$ cat src/rtl/drive_cmd_sequencer.sv
`default_nettype none
// ============================================================================
// drive_cmd_sequencer
// Arbitrates manual and auto drive commands, ramping torque one level per step.
// Revision: 1.0
// ============================================================================
module drive_cmd_sequencer #(
  parameter int STEP_CYCLES = 12_500_000,
  parameter int DUR_W       = 8
) (
  input  logic             clk,
  input  logic             reset,
  input  logic             estop,
  input  logic             man_valid,
  input  logic [1:0]       man_direc,
  input  logic [1:0]       man_torque,
  output logic             man_ready,
  input  logic             auto_valid,
  input  logic [1:0]       auto_direc,
  input  logic [1:0]       auto_torque,
  input  logic [DUR_W-1:0] auto_dur,
  output logic             auto_ready,
  output logic             auto_done,
  output logic             auto_abort,
  output logic             enable,
  output logic [1:0]       direc,
  output logic [1:0]       torque,
  output logic             busy
);

  localparam int CNT_W = (STEP_CYCLES > 2) ? $clog2(STEP_CYCLES) : 1;
  localparam logic [CNT_W-1:0] STEP_LAST = CNT_W'(STEP_CYCLES - 1);

  typedef enum logic [1:0] {
    IDLE      = 2'd0,
    RAMP_UP   = 2'd1,
    HOLD      = 2'd2,
    RAMP_DOWN = 2'd3
  } state_t;

  state_t           state, state_n;
  logic [CNT_W-1:0] step_cnt, step_cnt_n;
  logic [DUR_W-1:0] dur_cnt, dur_cnt_n;
  logic [1:0]       tgt_direc, tgt_direc_n;
  logic [1:0]       tgt_torque, tgt_torque_n;
  logic             src_auto, src_auto_n;
  logic             aborted, aborted_n;
  logic             enable_n, done_n, abort_n;
  logic [1:0]       direc_n, torque_n;
  logic             step;
  logic             man_same;

  assign step       = (step_cnt == STEP_LAST);
  assign man_ready  = (state == IDLE) && !estop && !reset;
  assign auto_ready = man_ready && !man_valid;
  assign busy       = (state != IDLE);
  assign man_same   = man_valid && (man_direc == tgt_direc) && (man_torque == tgt_torque);

  always_comb begin
    state_n      = state;
    dur_cnt_n    = dur_cnt;
    tgt_direc_n  = tgt_direc;
    tgt_torque_n = tgt_torque;
    src_auto_n   = src_auto;
    aborted_n    = aborted;
    enable_n     = enable;
    direc_n      = direc;
    torque_n     = torque;
    done_n       = 1'b0;
    abort_n      = 1'b0;
    // Step phase runs freely through all active states; only IDLE clears it.
    if (state == IDLE || step) begin
      step_cnt_n = '0;
    end else begin
      step_cnt_n = step_cnt + CNT_W'(1);
    end

    if (estop) begin
      state_n    = IDLE;
      torque_n   = 2'd0;
      enable_n   = 1'b0;
      step_cnt_n = '0;
    end else begin
      case (state)
        IDLE: begin
          if (man_valid && man_ready) begin
            tgt_direc_n  = man_direc;
            tgt_torque_n = man_torque;
            src_auto_n   = 1'b0;
            aborted_n    = 1'b0;
            direc_n      = man_direc;
            enable_n     = 1'b1;
            state_n      = RAMP_UP;
          end else if (auto_valid && auto_ready) begin
            tgt_direc_n  = auto_direc;
            tgt_torque_n = auto_torque;
            dur_cnt_n    = auto_dur;
            src_auto_n   = 1'b1;
            aborted_n    = 1'b0;
            direc_n      = auto_direc;
            enable_n     = 1'b1;
            state_n      = RAMP_UP;
          end
        end
        RAMP_UP: begin
          if (torque == tgt_torque) begin
            state_n = HOLD;
          end else if (step) begin
            torque_n = torque + 2'd1;
          end
        end
        HOLD: begin
          if (!src_auto) begin
            if (!man_same) begin
              state_n = RAMP_DOWN;
            end
          end else if (man_valid) begin
            state_n   = RAMP_DOWN;
            aborted_n = 1'b1;
          end else if (dur_cnt == '0) begin
            state_n = RAMP_DOWN;
          end else if (step) begin
            dur_cnt_n = dur_cnt - DUR_W'(1);
          end
        end
        RAMP_DOWN: begin
          if (torque == 2'd0) begin
            state_n  = IDLE;
            enable_n = 1'b0;
            done_n   = src_auto && !aborted;
            abort_n  = src_auto && aborted;
          end else if (step) begin
            torque_n = torque - 2'd1;
          end
        end
        default: state_n = IDLE;
      endcase
    end
  end

  always_ff @(posedge clk) begin
    if (reset) begin
      state      <= IDLE;
      step_cnt   <= '0;
      dur_cnt    <= '0;
      tgt_direc  <= 2'd0;
      tgt_torque <= 2'd0;
      src_auto   <= 1'b0;
      aborted    <= 1'b0;
      enable     <= 1'b0;
      direc      <= 2'd0;
      torque     <= 2'd0;
      auto_done  <= 1'b0;
      auto_abort <= 1'b0;
    end else begin
      state      <= state_n;
      step_cnt   <= step_cnt_n;
      dur_cnt    <= dur_cnt_n;
      tgt_direc  <= tgt_direc_n;
      tgt_torque <= tgt_torque_n;
      src_auto   <= src_auto_n;
      aborted    <= aborted_n;
      enable     <= enable_n;
      direc      <= direc_n;
      torque     <= torque_n;
      auto_done  <= done_n;
      auto_abort <= abort_n;
    end
  end

endmodule
`default_nettype wire

$ cat config.mk
export PLATFORM = sky130hd
export DESIGN_NAME = drive_cmd_sequencer
export DESIGN_NICKNAME = d
export VERILOG_FILES = /design/src/rtl/drive_cmd_sequencer.sv
export SDC_FILE = /design/constraint.sdc
export NUM_CORES = 1
export LEC_CHECK = 0
export ABC_AREA = 1
export BUFFER_PORTS_ARGS = -buffer_cell sky130_fd_sc_hd__buf_2
export CAP_MARGIN = 10
export CORE_UTILIZATION = 50
export CTS_BUF_LIST = sky130_fd_sc_hd__clkbuf_8
export CTS_CLUSTER_DIAMETER = 120
export DETAILED_ROUTE_END_ITERATION = 8
export PLACE_DENSITY = 0.7
export SKIP_CTS_REPAIR_TIMING = 1
export SKIP_LAST_GASP = 1
export SLEW_MARGIN = 15
export SYNTH_ARGS = -nofsm -noshare
export SYNTH_HDL_FRONTEND = slang
export SYNTH_SLANG_ARGS = --single-unit
$ cat constraint.sdc
create_clock -name clk -period 4.5 [get_ports clk]
set_clock_uncertainty 0.2 [all_clocks]
set_input_delay 0.9 -clock clk [delete_from_list [all_inputs] [get_ports clk]]
set_output_delay 0.9 -clock clk [all_outputs]
set_load 0.005 [all_outputs]
==> key figures <==
Outcome
  – Status: finished, final reports clean

Yosys
  – Synth Area in Adders: 3.72%
  – Cells after Synth: 415
  – Simple-gate share of the synthesized area: 41.3%
  – Post-Syn Area: 0.00269 mm^2
  – Post-synthesis sequential area ratio: ~34%
  – Cell taking the most area after synthesis: dfxtp_1
  – Largest family of logic cells by synthesized area: simple AND/OR/NAND/NOR gates
  – Yosys top cell area share: 33.5%
  – Xor and xnor area share after synthesis: 3.91%
  – Post-synth top flop: dfxtp_1
  – Post-synthesis mux area share: 0%
  – Synth cell types: 34
  – Ys async rst share: 0%
  – Yosys Warn Count: 0
  – Post-synth EDFFs: 0
  – Compound-gate portion of the synthesized area: about a tenth
  – Syn nets: 444
  – Synth area leaders: dfxtp_1 (34%), nand2_1 (14%), nor2_1 (11%), inv_1 (6.7%), nand3_1 (4.3%)
  – Flops & latches, synth: 45
  – Mean Syn Cell Area: 6.48 um^2

Layout
  – Ant diodes: 0
  – Nets: 476
  – Fill count: 520
  – Share of layout cells above drive strength 1: between 10% and 20%
  – Syn-to-layout area delta: 12.0%

Timing
  – Final period util: 59.5%
  – Setup Total Neg Slack: 0 ns
  – Max_slew headroom: 46.6%
  – Final Hold Viols: 0
  – Worst-Margin Slew: 0.799 ns
  – Final setup viols: 0
  – Maximum clock frequency: about 370 MHz
  – Period minus WS final: 2.68 ns
  – Final Max Tran Viols: 0
  – RSZ-0062 raised after global routing: false

Critical path
  – Setup crit start kind: input port
  – Worst Setup End Kind: output port
  – CP Max Fanout: 7
  – CP Class: input port to output port
  – Worst Path Required: about 3.4 ns
  – CP arrival: 1.58 ns

GRT
  – Largest net degree at the start of global routing: 22
  – Antenna violations before repair: 0
  – Tot GR Track Use: 22.5%
  – Vias in the first global route: between 2000 and 2500
  – First-pass GRT wire length: about 9700 um
  – GRT overflow: 0

Floorplan
  – Total core area: 0.00514 mm^2
  – Site row count: 26
  – Die Y: roughly 75 um
  – I/O pins: 31
  – Die Wd: 75.3 um
  – Die area: 0.00567 mm^2
  – Initial Utilization: 52.3%

CTS
  – CTS tree: done
  – Clock Tree Buf Depth: 2
  – Clock buffer count from CTS: 5
  – Worst skew pair latency: 0.30 ns
  – Sink Count: 45
  – CTS Root Cell: clkbuf_8
  – H-tree depth: 2
  – Clk slew on worst S/H paths: 0.09 ns

Place
  – I/O Buffers: 30
  – Detail Placement HPWL: 4420 um
  – Gpl congestion: 0.821

Power
  – Pleak: about 1.3 nW
  – Maximum VDD drop: 154 uV
  – Pwr dens: 289 mW/mm^2
  – Total power: ~870 uW

Route
  – Drt wl/cell: around 11 um
  – Post-DRT Antenna Nets: 0
  – WL final: 5730 um
  – Starting DRC count in detailed routing: 90
  – Drt pass-1 iters: 4
  – Via count: 2567
  – Via/cell ratio: 4.96
  – DRC viols: 0

Run
  – Maxcap violations: 0

Hold path
  – Min-delay worst type: register to register
[cells in the mapped netlist, types with 2 or more instances]
master	n
a21oi_1	19
a31oi_1	2
buf_2	2
dfxtp_1	45
ha_1	8
inv_1	48
nand2_1	101
nand2_2	2
nand2_4	2
nand3_1	23
nand3b_1	4
nand4_1	12
nor2_1	81
nor2_4	3
nor3_1	11
nor3b_1	4
o21ai_0	17
o22ai_1	2
or2_0	2
or2_2	3
xnor2_1	6
xor2_1	6
[cell type report]
type                    instances  area [um^2]  area share, %
repair buffers                 30          150           4.99
well taps                      70         87.6           2.91
clock inverters                 2         33.8           1.12
inverters                      49          184           6.11
multi-input cells             316         1570           52.2
clock buffers                   6         82.6           2.74
flip-flops and latches         45          901           29.9
[sequential cells by signal, summed over array words and instances, names as in the netlist]
register and flops:
aborted 1, auto_done 1, enable 1, step_cnt 24
state 2, tgt_torque 2, torque 2, auto_abort 1
dur_cnt 8, tgt_direc 2, src_auto 1
[stage by stage]
step	worst slack, ns	cells	hold WS [ns]	cell area [um^2]	utilization [%]
4_1_cts	1.81	518	0.254	3010	58.5
3_5_place_dp	1.79	510	0.241	2890	56.3
5_1_grt	1.78	518	0.269	3010	58.5
3_3_place_gp	1.84	510	0.235	2890	56.3
6_report	1.82	518	0.251	3010	58.5
2_1_floorplan	2.15	415	0.218	2690	-
[metal layers]
| metal | share of wire [%] | global-route usage (%) | vias to the layer above |
|---|---|---|---|
| met3 | 3.2 | 4.76 | 10 |
| met5 | 0 | 0 | - |
| li1 | - | - | 1390 |
| met4 | 1.7 | 6.79 | 0 |
| met1 | 47 | 28.3 | 1118 |
| met2 | 48 | 38.8 | 49 |
[worst max-delay path, cell delays in order]
cell,delay (ns)
buf_2,0.13
nor2_4,0.22
nand2_4,0.10
nor2_4,0.11
buf_2,0.12
[cell families (layout without fill, tap and decap cells)]
| logic type | after synthesis | after routing |
|---|---|---|
| AO/OA/AOI/OAI | 46 | 46 |
| adder cells (fa/ha/maj) | 8 | 8 |
| AND/OR/NAND/NOR | 250 | 250 |
| buffers and inverters | 54 | 87 |
| flip-flops | 45 | 45 |
| XOR/XNOR | 12 | 12 |
[where the power goes]
group | internal, mW | total, mW | switching, mW
Sequential | 0.409 | 0.419 | 0.00974
Combinational | 0.0499 | 0.131 | 0.0815
Clock | 0.179 | 0.318 | 0.139
Total | 0.638 | 0.868 | 0.230
[placed cells by master, fill, tap and decap left out, types with 8 or more instances in the layout]
cell type,count
nand3_1,23
a21oi_1,19
nand2_1,101
o21ai_0,17
dfxtp_1,45
inv_1,49
nor2_1,81
ha_1,8
buf_2,30
nand4_1,12
nor3_1,11
[path summary, 6_finish.rpt]
check                                            start                       to  slack, ns  cells past startpoint
worst max-delay path                             estop               auto_ready       1.82                      5
worst min-delay path            step_cnt[0]$_SDFF_PP0_   step_cnt[0]$_SDFF_PP0_       0.25                      1
worst max register to register   state[0]$_SDFFE_PP0P_  step_cnt[19]$_SDFF_PP0_       2.16                      7
worst min register to register  step_cnt[0]$_SDFF_PP0_   step_cnt[0]$_SDFF_PP0_       0.25                      1
Power figures use the tool's default switching activity.
